[config.mk]
export PLATFORM = sky130hd
export DESIGN_NAME = ppi_port_conditioner
export DESIGN_NICKNAME = d
export VERILOG_FILES = /design/src/rtl/ppi_port_conditioner.sv
export SDC_FILE = /design/constraint.sdc
export NUM_CORES = 1
export LEC_CHECK = 0
export BUFFER_PORTS_ARGS = -buffer_cell sky130_fd_sc_hd__buf_2
export CELL_PAD_IN_SITES_DETAIL_PLACEMENT = 1
export CELL_PAD_IN_SITES_GLOBAL_PLACEMENT = 2
export CORE_ASPECT_RATIO = 0.6
export CORE_MARGIN = 1
export CORE_UTILIZATION = 28
export CTS_CLUSTER_DIAMETER = 40
export DETAILED_ROUTE_END_ITERATION = 12
export HOLD_SLACK_MARGIN = 0.15
export PLACE_DENSITY_LB_ADDON = 0.25
export SLEW_MARGIN = 20
export SYNTH_ARGS = -nofsm -noshare
export SYNTH_HDL_FRONTEND = slang
export SYNTH_SLANG_ARGS = --single-unit
export TNS_END_PERCENT = 20
[constraint.sdc]
create_clock -name clock -period 3.83 [get_ports clock]
set_input_delay 0.766 -clock clock [delete_from_list [all_inputs] [get_ports clock]]
set_output_delay 0.766 -clock clock [all_outputs]
set_load 0.02 [all_outputs]
[src/rtl/ppi_port_conditioner.sv]
// ppi_port_conditioner: pad tri-state, input sync, change detect and strobed latch per port.
// Optional input stability filter enabled by defining PPI_INPUT_FILTER_EN.
module ppi_port_conditioner #(
    parameter int PORT_COUNT    = 3,
    parameter int PORT_WIDTH    = 8,
    parameter int SYNC_STAGES   = 2,
    parameter int FILTER_CYCLES = 3
) (
    input  logic                             clock,
    input  logic                             reset,
    input  logic [PORT_COUNT*PORT_WIDTH-1:0] pad_in,
    input  logic [PORT_COUNT*PORT_WIDTH-1:0] core_out,
    input  logic [PORT_COUNT*PORT_WIDTH-1:0] core_io,
    input  logic [PORT_COUNT-1:0]            latch_mode,
    input  logic [PORT_COUNT-1:0]            strobe_n,
    input  logic [PORT_COUNT-1:0]            read_ack,
    output logic [PORT_COUNT*PORT_WIDTH-1:0] pad_out,
    output logic [PORT_COUNT*PORT_WIDTH-1:0] pad_oe,
    output logic [PORT_COUNT*PORT_WIDTH-1:0] core_in,
    output logic [PORT_COUNT-1:0]            ibf,
    output logic [PORT_COUNT-1:0]            overrun,
    output logic [PORT_COUNT-1:0]            change
);
    localparam int N = PORT_COUNT * PORT_WIDTH;
    localparam int W = PORT_WIDTH;

    logic [SYNC_STAGES-1:0][N-1:0]          data_sync;
    logic [SYNC_STAGES-1:0][PORT_COUNT-1:0] stb_sync;
    logic [N-1:0]                           sync_data, in_data, prev_in;
    logic [PORT_COUNT-1:0]                  sync_stb, prev_stb;

    assign pad_out   = core_out;
    assign pad_oe    = ~core_io;
    assign sync_data = data_sync[SYNC_STAGES-1];
    assign sync_stb  = stb_sync[SYNC_STAGES-1];

    always_ff @(negedge clock or posedge reset)
        if (reset) begin
            data_sync <= '0;
            stb_sync  <= '0;
            prev_stb  <= '0;
            prev_in   <= '0;
        end else begin
            data_sync <= {data_sync[SYNC_STAGES-2:0], pad_in};
            stb_sync  <= {stb_sync[SYNC_STAGES-2:0], strobe_n};
            prev_stb  <= sync_stb;
            prev_in   <= in_data;
        end

`ifdef PPI_INPUT_FILTER_EN
    localparam logic [3:0] FC = 4'(FILTER_CYCLES);
    logic [PORT_COUNT-1:0][3:0] cnt;
    for (genvar f = 0; f < PORT_COUNT; f++) begin : g_filt
        logic       diff;
        logic [3:0] cnt_next;
        // Look one stage ahead so the reload lands on the edge sync_data itself changes
        assign diff     = data_sync[SYNC_STAGES-2][f*W +: W] != sync_data[f*W +: W];
        assign cnt_next = diff ? 4'd0 : (cnt[f] == FC ? cnt[f] : cnt[f] + 4'd1);
        always_ff @(negedge clock or posedge reset)
            if (reset) begin
                cnt[f]           <= '0;
                in_data[f*W +: W] <= '0;
            end else begin
                cnt[f] <= cnt_next;
                if (cnt_next == FC)
                    in_data[f*W +: W] <= sync_data[f*W +: W];
            end
    end
`else
    assign in_data = sync_data;
`endif

    for (genvar p = 0; p < PORT_COUNT; p++) begin : g_port
        logic evt;
        assign evt = prev_stb[p] & ~sync_stb[p];
        always_ff @(negedge clock or posedge reset)
            if (reset) begin
                core_in[p*W +: W] <= '0;
                ibf[p]            <= 1'b0;
                overrun[p]        <= 1'b0;
                change[p]         <= 1'b0;
            end else begin
                change[p] <= |((in_data[p*W +: W] ^ prev_in[p*W +: W]) & core_io[p*W +: W]);
                if (!latch_mode[p]) begin
                    core_in[p*W +: W] <= in_data[p*W +: W];
                    ibf[p]            <= 1'b0;
                    overrun[p]        <= 1'b0;
                end else begin
                    // Acknowledge is applied before capture on a coincident edge
                    if (evt && (!ibf[p] || read_ack[p]))
                        core_in[p*W +: W] <= in_data[p*W +: W];
                    ibf[p]     <= evt | (ibf[p] & ~read_ack[p]);
                    overrun[p] <= ~read_ack[p] & (overrun[p] | (evt & ibf[p]));
                end
            end
    end
endmodule

==> impl_metrics.toml <==
[routing]
firstDrtPassIters = 3
avgRoutedWirePerCell_um = 14.21
drtIter0Drc = 53
viasPerCell = 4.000
routed_wirelength_mm = 7.760
antenna_left = 0
drc = 0
dr_total_vias = 2184

[cts]
h-tree-depth = 4
path_clk_slew_ns = 0.04
cts.repair.resized = 0
cts_setup_buffers = 0
postCtsHoldBufs = 0
numCtsBuffers = 17
cts-root-buf = "clkbuf_16"
clock_latency_ns = 0.38
cts_buffer_depth = 2
clock_sinks = 114
cts_tree = "done"

[timing]
tightest_slew_ns = 0.3627
setup_violations = 0
final-max-slew-violation-count = 0
layout_setup_ws_ns = 0.1203
relSlewSlack_pct = 75.73
finalHoldViolCount = 0
rsz0062_at_grt = "no"
skew_ns = 0.007846

[final_layout]
num-fill-cells = 1395
fin_nets = 445
area_growth_pct = 32.25
layout-drive-gt1-share_pct = 46.93
final_cells = 546
fin_area_sq_um = 5161
fin_util_pct = 39.06

[floorplan]
core_area_sq_um = 13210
die_h_um = 93.45
start_util_pct = 29.54
die_x_um = 154.4
rows = 32
ios = 164
die_area_sq_um = 14430

[grt]
antenna_found_initial = 1
grt_usage_pct = 11.88
grt_pass1_wl_mm = 12.59
grt_remaining_overflow = 0
grt_start_max_net_pins = 59
grt_pass1_vias = 2338

[critical_path]
crit_path_start_kind = "flip-flop"
crit_buf_inv = 1
cpPeakStageDelay_ns = 0.46
critPathSlowestCell = "dfrtn_1"
cp_top_family = "flip-flops"
worstPathRequired_ns = 3.06
worst_setup_path_end_kind = "output port"
crit_arrival_ns = 2.94
crit_chain = "buf_2"
worstSetupStartpoint = "ibf[0]"
path_max_fanout = 4
r2r_start = "ibf[0]"
crit_type = "reg2out"

[logic_synthesis]
synthArstFlopShare_pct = 100.0
ys_seq_area_share_pct = 73.10
synth.most_common_cell = "dfrtn_1"
yosys.area.top_type = "dfrtn_1"
synthFlopType = "dfrtn_1"
yosysTopAreaCellShare_pct = 73.10
avgSynthCellArea_sq_um = 15.61
synth_nets = 333
yosys-top-cells-area = "dfrtn_1, mux2_2, xnor2_1"
ys_ff_latch = 114
synth_cell_types = 16
synth_edf_count = 0
yosys-top-cells-count = "dfrtn_1, inv_1, buf_4, xnor2_1, mux2_2"
yosys_warnings = 0
synthCells = 250
syn_area_sq_um = 3902

[place]
place_inst = 513
dp_hpwl_mm = 5.754
placed_cell_area_sq_um = 4554
place_ws_ns = 0.09168
gp_congestion = 0.6840
port_buffers = 115

[pwr]
seqPwrFrac_pct = 42.0
combPwrFrac_pct = 8.2
p_leak_nw = 2.467
p_int_w = 0.002442
power.switching_w = 0.0007259
p_sw_share_pct = 22.91
p_per_area_nw_per_um2 = 613.8
pwr-share-clk_pct = 49.7
vdd_drop_max_mv = 0.2557
p_total_w = 0.003168

[min_path]
holdCritStartpoint = "data_sync[19]"
min_path_type = "reg2reg"

[outcome]
status = "finished clean"

[flow_run]
maxCapViolations = 0
==> final cells by class <==
type / instances / area, sq um / share of cell area, %
Clock buffer: 19 / 442.9 / 8.582
Clock inverter: 13 / 161.4 / 3.127
Tap cell: 170 / 212.7 / 4.121
Inverter: 28 / 108.9 / 2.109
Timing Repair Buffer: 117 / 615.6 / 11.93
Sequential cell: 114 / 2853 / 55.27
Multi-Input combinational cell: 84 / 764.5 / 14.81
Antenna cell: 1 / 2.502 / 0.04848
==> sequential cells by signal, indices dropped and copies added, names as in the netlist <==
register,cells
in_data,24
data_sync,24
change,3
core_in,24
ibf,3
stb_sync,3
prev_in,24
prev_stb,3
overrun,3
sync_stb,3
==> metrics by stage <==
stage               TNS (ns)  hold WS [ns]
CTS                        0        0.2967
global placement           0        0.2923
global route               0        0.2979
floorplan             -15.19        0.2917
detailed placement         0        0.2967
finish                     0        0.2939
==> kinds of logic (layout without fill, tap and decap cells) <==
| kind of cell | Yosys count | count (layout) | synth area share [%] |
|---|---|---|---|
| flip-flops | 114 | 114 | 73.10 |
| AND/OR/NAND/NOR | 15 | 15 | 3.046 |
| AO/OA/AOI/OAI | 21 | 21 | 4.232 |
| XOR/XNOR | 24 | 24 | 5.386 |
| other | 0 | 1 | 0 |
| multiplexers | 24 | 24 | 6.925 |
| buffers and inverters | 52 | 177 | 7.310 |
==> per-layer routing <==
metal | part of all wire [%] | vias up | GRT usage [%]
li1 | - | 1021 | -
met1 | 50 | 1079 | 16.46
met2 | 43 | 67 | 16.21
met3 | 5.4 | 17 | 4.263
met4 | 1.7 | 0 | 5.941
met5 | 0 | - | 0
==> power groups by stage <==
stage | combinational [W] | clock, W | sequential, W
final | 0.000261 | 0.00158 | 0.00133
after detailed placement | 0.000268 | 0 | 0.00135
after CTS | 0.000269 | 0.00162 | 0.00133
after global placement | 0.000264 | 0 | 0.00135
after floorplan | 0.000153 | 0 | 0.00138
after global routing | 0.000286 | 0.00168 | 0.00134
==> final timing paths <==
path	end	slack, ns	depth (start not counted)
setup reg to reg	core_in[1]	2.40	3
hold reg to reg	in_data[19]	0.29	0
hold / removal	in_data[19]	0.29	0
min in group asynchronous	change[2]	2.18	2
max in group asynchronous	in_data[17]	1.02	3
setup / recovery	ibf[0]	0.12	1
==> placed cells by master (no fill, tap or decap) <==
cell type,count
a21boi_0,3
a31oi_1,3
buf_12,2
buf_2,115
bufinv_16,3
clkbuf_1,1
clkbuf_16,17
clkbuf_8,1
clkinv_2,4
clkinv_4,5
clkinvlp_4,2
dfrtn_1,114
diode_2,1
inv_1,27
mux2_1,3
mux2_2,21
nand2b_1,4
nand2b_4,2
nor2b_1,2
nor2b_2,1
nor3b_1,3
o21ai_4,3
o22ai_1,12
or4_1,3
xnor2_1,24
Note: power is estimated with default switching activity, not from simulation.
